File: config.mk
export PLATFORM = sky130hd
export DESIGN_NAME = akp_line_sequencer
export DESIGN_NICKNAME = d
export VERILOG_FILES = /design/src/rtl/akp_line_sequencer_pkg.sv /design/src/rtl/akp_tag_delay.sv /design/src/rtl/akp_line_sequencer.sv
export SDC_FILE = /design/constraint.sdc
export NUM_CORES = 1
export LEC_CHECK = 0
export ABC_CLOCK_PERIOD_IN_PS = 3600
export BUFFER_PORTS_ARGS = -buffer_cell sky130_fd_sc_hd__buf_2
export CORE_AREA = 2 2 56 72
export DETAILED_ROUTE_END_ITERATION = 8
export DIE_AREA = 0 0 58 74
export GPL_TIMING_DRIVEN = 0
export PLACE_DENSITY_LB_ADDON = 0.25
export SYNTH_ARGS = -nofsm -noshare
export SYNTH_HDL_FRONTEND = slang
export SYNTH_HIERARCHICAL = 1
export SYNTH_SLANG_ARGS = --single-unit
File: constraint.sdc
create_clock -name clk -period 3.6 [get_ports clk]
set_input_delay 0.18 -clock clk [delete_from_list [all_inputs] [get_ports clk]]
set_output_delay 0.18 -clock clk [all_outputs]
set_load 0.005 [all_outputs]
File: src/rtl/akp_line_sequencer_pkg.sv
// Shared AKP definitions: sequencer state encoding, default widths and the
// per-word framing tag carried alongside the datapath latency.
package akp_line_sequencer_pkg;

  localparam int CNT_W_DEF    = 12;
  localparam int PIPE_LAT_DEF = 3;
  localparam int PIPE_LAT_MAX = 8;

  typedef enum logic [1:0] {
    ST_IDLE     = 2'd0,
    ST_WAIT_KSI = 2'd1,
    ST_READ     = 2'd2,
    ST_DRAIN    = 2'd3
  } akp_state_e;

  typedef struct packed {
    logic valid;
    logic first;
    logic last;
  } akp_tag_t;

  // Builds the tag for one FIFO read slot; idle slots carry no framing.
  function automatic akp_tag_t make_tag(input logic rd, input logic first,
                                        input logic last);
    akp_tag_t t;
    t.valid = rd;
    t.first = rd & first;
    t.last  = rd & last;
    return t;
  endfunction

endpackage

File: src/rtl/akp_tag_delay.sv
// Fixed-depth shift register with synchronous clear; aligns side-band tags
// with a datapath of known latency (line framing, PEL alignment).
module akp_tag_delay #(
  parameter int WIDTH = 3,
  parameter int DEPTH = 3
) (
  input  logic             clk_i,
  input  logic             rst_ni,
  input  logic             clr_i,
  input  logic [WIDTH-1:0] din_i,
  output logic [WIDTH-1:0] dout_o
);

  logic [WIDTH-1:0] sr_q [DEPTH];

  always_ff @(posedge clk_i or negedge rst_ni) begin
    if (!rst_ni) begin
      for (int i = 0; i < DEPTH; i++) sr_q[i] <= '0;
    end else if (clr_i) begin
      for (int i = 0; i < DEPTH; i++) sr_q[i] <= '0;
    end else begin
      sr_q[0] <= din_i;
      for (int i = 1; i < DEPTH; i++) sr_q[i] <= sr_q[i-1];
    end
  end

  assign dout_o = sr_q[DEPTH-1];

endmodule

File: src/rtl/akp_line_sequencer.sv
// Per-line FIFO read-out controller: issues L_stroke+1 reads after the
// coefficients are ready and frames the delayed output words.
module akp_line_sequencer
  import akp_line_sequencer_pkg::*;
#(
  parameter int CNT_W    = CNT_W_DEF,
  parameter int PIPE_LAT = PIPE_LAT_DEF
) (
  input  logic             clk,
  input  logic             sbros_n,
  input  logic             ink_i,
  input  logic             ksi_en,
  input  logic [CNT_W-1:0] L_stroke,
  input  logic             fifo_empty,
  output logic             read_fifo,
  output logic             data_valid,
  output logic             sop,
  output logic             eop,
  output logic             line_done,
  output logic             line_abort,
  output logic             busy,
  output logic [CNT_W-1:0] sample_cnt
);

  if (PIPE_LAT < 1 || PIPE_LAT > PIPE_LAT_MAX) begin : g_lat_check
    $error("akp_line_sequencer: PIPE_LAT out of range 1..8");
  end

  localparam logic [3:0] DRAIN_LAST = 4'(PIPE_LAT - 1);

  akp_state_e       state_q, state_d;
  logic [CNT_W-1:0] len_q, len_d;
  logic [CNT_W-1:0] cnt_q, cnt_d;
  logic [3:0]       drain_q, drain_d;
  logic             done_q, done_d;
  logic             abort_q, abort_d;
  logic             rd;
  logic             is_first;
  logic             is_last;
  logic             tag_clr;
  akp_tag_t         tag_in;
  akp_tag_t         tag_out;

  assign rd       = (state_q == ST_READ) && !fifo_empty;
  assign is_first = (cnt_q == '0);
  // Compared before the increment so a full 2^CNT_W line never wraps early.
  assign is_last  = (cnt_q == len_q);

  always_comb begin
    state_d = state_q;
    len_d   = len_q;
    cnt_d   = cnt_q;
    drain_d = drain_q;
    done_d  = 1'b0;
    abort_d = 1'b0;
    tag_clr = 1'b0;

    if (ink_i) begin
      // A new line always restarts; anything in flight is abandoned.
      if (state_q != ST_IDLE) begin
        abort_d = 1'b1;
        tag_clr = 1'b1;
      end
      len_d   = L_stroke;
      cnt_d   = '0;
      drain_d = '0;
      state_d = ST_WAIT_KSI;
    end else begin
      case (state_q)
        ST_IDLE: state_d = ST_IDLE;
        ST_WAIT_KSI: begin
          if (ksi_en) state_d = ST_READ;
        end
        ST_READ: begin
          if (rd) begin
            cnt_d = cnt_q + 1'b1;
            if (is_last) begin
              state_d = ST_DRAIN;
              drain_d = '0;
            end
          end
        end
        ST_DRAIN: begin
          if (drain_q == DRAIN_LAST) begin
            state_d = ST_IDLE;
            done_d  = 1'b1;
          end else begin
            drain_d = drain_q + 4'd1;
          end
        end
        default: state_d = ST_IDLE;
      endcase
    end
  end

  always_ff @(posedge clk or negedge sbros_n) begin
    if (!sbros_n) begin
      state_q <= ST_IDLE;
      len_q   <= '0;
      cnt_q   <= '0;
      drain_q <= '0;
      done_q  <= 1'b0;
      abort_q <= 1'b0;
    end else begin
      state_q <= state_d;
      len_q   <= len_d;
      cnt_q   <= cnt_d;
      drain_q <= drain_d;
      done_q  <= done_d;
      abort_q <= abort_d;
    end
  end

  assign tag_in = make_tag(rd, is_first, is_last);

  akp_tag_delay #(
    .WIDTH($bits(akp_tag_t)),
    .DEPTH(PIPE_LAT)
  ) u_tag_delay (
    .clk_i (clk),
    .rst_ni(sbros_n),
    .clr_i (tag_clr),
    .din_i (tag_in),
    .dout_o(tag_out)
  );

  assign read_fifo  = rd;
  assign data_valid = tag_out.valid;
  assign sop        = tag_out.first;
  assign eop        = tag_out.last;
  assign line_done  = done_q;
  assign line_abort = abort_q;
  assign busy       = (state_q != ST_IDLE);
  assign sample_cnt = cnt_q;

endmodule

# --- Word-level counts from Yosys, hierarchy flattened ---
# Cells that the tools add are included.
totals:
  reg_bits: 41
  in_bits: 17
  output_inout_bits: 19
  word_cells: 54
op_classes:
  n_addsub: 2
  n_eq_ne: 10
  muxes: 20
  n_bitwise: 2
  n_reduce_logical: 11
ops:
  columns: ["operator", "n"]
  rows:
  - ["12-bit two-way mux", 3]
  - ["4-bit two-way mux", 4]
  - ["3-bit != test, second input constant", 5]
  - ["12-bit by 1-bit adder with 12-bit output, second input constant", 1]
  - ["12-bit equality test", 1]
  - ["12-bit logical NOT", 1]
  - ["2-bit two-way mux", 5]
  - ["9-bit two-way mux", 1]
  - ["2-bit case mux with 4 select lines", 1]
  - ["4-bit case mux with 2 select lines", 1]
  - ["4-bit AND reduction", 2]
  - ["2-bit nonzero test", 3]
  - ["1-bit two-way mux", 5]
  - ["4-bit by 1-bit adder with 4-bit output, second input constant", 1]
  - ["2-bit equality test, second input constant", 2]
  - ["4-bit by 2-bit equality test with 1-bit output, second input constant", 1]
  - ["3-bit nonzero test", 1]
  - ["1-bit AND", 2]
  - ["2-bit by 1-bit equality test with 1-bit output, second input constant", 1]
  - ["2-bit logical NOT", 1]
  - ["2-bit AND reduction", 1]
  - ["1-bit logical AND", 1]
  - ["1-bit logical NOT", 1]

# --- Longest topological paths before layout ---
logic_depth:
  depth_word: 5
  depth_mapped: 8
  depth_no_buf: 7

# --- Hierarchy ---
# The synthesis kept the hierarchy.
modules_own_cells:
  columns: ["module", "instances", "cells_each", "area_per_inst_um2", "seq_area_each_um2"]
  rows:
  - ["akp_line_sequencer", 1, 162, 1720.4, 800.8]
  - ["akp_tag_delay", 1, 21, 304.0, 225.2]

# --- Worst setup path before layout ---
# OpenSTA, ideal clock, no wires.
synth_timing:
  path_kind: "register to register"
  startpoint: "reg state_q[0]"
  endpoint: "reg drain_q[0]"
  setup_ns: 0.125
  t_arrival_ns: 2.053
  required_ns: 3.475
  slack_ns: 1.422
  path_stages_with_launch: 8
  n_path_buf: 0
  synth_period_minus_slack_ns: 2.178
  path_cell_list: "dfrtp_1 inv_1 ha_1 nor2b_1 o21ai_0 or4_4 o31ai_4 mux2_2"
synth_between:
  elab_chain_len: 4
  word_cells_on_any_way: 10
  cone_classes: "eq/ne (5); mux (2); reduce/logical (3)"
synth_lines:
  columns: ["element", "line_no", "text"]
  rows:
  - ["start: declaration", "akp_line_sequencer.sv:31", "akp_state_e state_q, state_d;"]
  - ["start signal: assignment", "akp_line_sequencer.sv:105", "state_q <= state_d;"]
  - ["2-bit equality test", "akp_line_sequencer.sv:44, akp_line_sequencer.sv:69", null]
  - ["1-bit logical AND", "akp_line_sequencer.sv:44", "assign rd = (state_q == ST_READ) && !fifo_empty;"]
  - ["3-bit != test (no line)", null, null]
  - ["4-bit AND reduction (no line)", null, null]
  - ["end signal: assignment", "akp_line_sequencer.sv:108", "drain_q <= drain_d;"]
  - ["end: declaration", "akp_line_sequencer.sv:34", "logic [3:0] drain_q, drain_d;"]
# Several ways; a longest one is shown, not always the timed one.
# A chain may end at the register's enable or synchronous reset.

# --- Worst setup path after layout ---
layout_timing:
  startpoint: "reg state_q[0]"
  endpoint: "reg drain_q[1]"
# The elaborated chain is that of the path after synthesis.

==> results_dict.tcl <==
set metrics [dict create \
    status "finished, violations left" \
    violations "hold timing" \
    avgSynthCellArea_um2 11.1 \
    clockBufferDepth 2 \
    vias_per_cell 5.30 \
    ff2ff_path_depth 7 \
    grtUsageTotal 0.186 \
    core_um2 3630 \
    vias 1410 \
    dp_hpwl_um 2630 \
    synth.area.top_cells "dfrtp_1 (51%), mux2_2 (7.8%), xor2_1 (5.2%), ha_1 (4.9%), nor2_1 (3.5%)" \
    gp_congestion 0.747 \
    root_buffer "clkbuf_8" \
    worst_pin_slew_ps 877 \
    path_clk_slew_ps 80 \
    yosys_warnings 6 \
    p_leak_nw 1.16 \
    cts_buffers 5 \
    r2r_slack_ps 1110 \
    fin_nets 250 \
    hold_buffers 0 \
    slew_viol_final 0 \
    grt_pass1_vias 1371 \
    synth_top_family_by_area "simple AND/OR/NAND/NOR gates" \
    cts.sinks 41 \
    finalSetupTns_ps 0 \
    post_cts_resized 0 \
    holdCritPathClass "primary input to async pin" \
    vdd_drop_max_mv 0.404 \
    synth-main-ff-cell "dfrtp_1" \
    dp.cells 258 \
    synthDistinctLibCells 37 \
    yosysTopAreaCell "dfrtp_1" \
    maxCapViolations 0 \
    synthAdderAreaFrac 0.0494 \
    ys_seq_area_frac 0.507 \
    finalCriticalPeriod_ps 2490 \
    wire_per_inst_um 13.6 \
    crit_type "flop to flop" \
    overflow 0 \
    syn_to_final_growth_pct 15.9 \
    cts_tree "built" \
    postPlaceCellArea_um2 2250 \
    synth-simple-area-share 0.155 \
    grt_max_degree 42 \
    drive_gt1_frac 0.292 \
    std_cell_rows 25 \
    ios 36 \
    die_w_um 58 \
    fin_skew_ps 7.53 \
    final_cells 266 \
    rsz0062_at_grt "no" \
    synth.most_common_cell "dfrtp_1" \
    io_buffers 35 \
    synth_top_area_frac 0.507 \
    synth-edff-count 0 \
    finalSetupViolations 0 \
    synthArstFlopShare 1.00 \
    synth_common_cells "dfrtp_1 (41), nor2_1 (19), mux2_2 (14), inv_1 (12), xor2_1 (12)" \
    synth_nets 208 \
    synthCells 183 \
    htreeDepth 2 \
    crit_path_end_kind "flop" \
    synth_xor_area_frac 0.0902 \
    synth_seq_cells 41 \
    synth-compound-area-share 0.0624 \
    drtPass1Iterations 4 \
    wirelength_um 3630 \
    maxSlewHeadroom 0.416 \
    holdWs_ps -2.55 \
    cts_setup_buffers 0 \
    antenna_cells 0 \
    ant_nets 0 \
    grt_first_pass_wirelength_um 5950 \
    syn_area_um2 2020 \
    die_y_um 74 \
    hold_viol_final 2 \
    drc_errors 0 \
    finalInstanceArea_um2 2350 \
    fill_cells 299 \
    antenna_found_initial 0 \
    post-route-period-util 0.693 \
    cp.arrival_ps 2680 \
    max_freq_ghz 0.401 \
    powerDensity_nw_per_um2 436 \
    clock_latency_ps 300 \
    drt-initial-drc-count 61 \
    crit_fanout 4 \
    dieArea_um2 4290 \
    initial_core_util 0.558 \
    start_kind "flop" \
    cp.required_ps 3780 \
    synthMuxAreaShare 0.0878 \
]
per-layer routing:
layer | global-route usage | wire [µm]
met5 | 0 | 0
met4 | 0.103 | 64
met3 | 0.0435 | 178
met2 | 0.319 | 1840
met1 | 0.214 | 1550
state kept, by name, summed over array words and instances (netlist names):
| register | count |
|---|---|
| len_q | 12 |
| sample_cnt | 12 |
| u_tag_delay/sr_q | 6 |
| drain_q | 4 |
| u_tag_delay/dout_o | 3 |
| state_q | 2 |
| line_abort | 1 |
| line_done | 1 |
power by group:
part / internal (W) / total, W / switching [W] / leakage, nW
registers: 0.000493 / 0.000517 / 0.0000240 / 0.540
clock network: 0.000155 / 0.000315 / 0.000160 / 0.0512
logic: 0.0000891 / 0.000190 / 0.000101 / 0.570
placed cells by master (no fill, tap or decap), types with 2 or more instances in the layout:
master	netlist	layout
ha_1	8	8
buf_2	0	35
nand2_1	9	9
dfrtp_1	41	41
inv_1	12	12
xor2_1	12	12
nor2b_1	11	11
clkbuf_1	4	4
a21oi_1	3	3
buf_4	3	3
mux2i_1	2	2
or3_1	2	2
nand4_1	5	5
nor2_1	19	19
nand3_1	2	2
o21ai_0	5	5
xnor2_1	7	7
clkbuf_8	0	6
nand2b_1	2	2
nor4_1	2	2
mux2_2	14	14
and3_1	3	3
worst paths after layout:
check / start / end
max in group asynchronous: sbros_n / len_q[3]
worst max register to register: state_q[0] / drain_q[1]
min in group clk: L_stroke[5] / len_q[5]
worst max-delay path: state_q[0] / drain_q[1]
worst min register to register: u_tag_delay/sr_q[3] / u_tag_delay/dout_o[0]
worst min-delay path: sbros_n / sample_cnt[1]
through the flow:
step | setup WS, ps | hold WS [ps] | util | power [W]
after floorplan | 1420 | -116 | - | 0.000660
after global placement | 1160 | 355 | 0.620 | 0.000715
after detailed placement | 1110 | 360 | 0.620 | 0.000720
after CTS | 1100 | 36.7 | 0.647 | 0.00103
after global routing | 984 | 86.5 | 0.647 | 0.00107
final | 1110 | -2.55 | 0.647 | 0.00102
layout make-up:
type	instances	area, µm²	share of cell area
buffer	9	52.6	0.0224
clock buffer	6	82.6	0.0352
tap	40	50.0	0.0213
multi-input combinational	121	901	0.384
clock inverter	2	13.8	0.00587
timing repair buffer	35	175	0.0747
inverter	12	45.0	0.0192
sequential	41	1030	0.437
worst max-delay path, stage by stage, from the launching register on:
cell     delay [ps]
dfrtp_1         400
inv_1           100
ha_1            210
nor2b_1         310
o21ai_0         150
or4_4           480
o31ai_4         360
mux2_2          370
cells by family after synthesis:
family	Yosys count
buffers and inverters	21
AO/OA/AOI/OAI	17
multiplexers	16
XOR/XNOR	20
adder cells (fa/ha/maj)	8
flip-flops	41
AND/OR/NAND/NOR	60
Note: power is estimated with default switching activity, not from simulation.
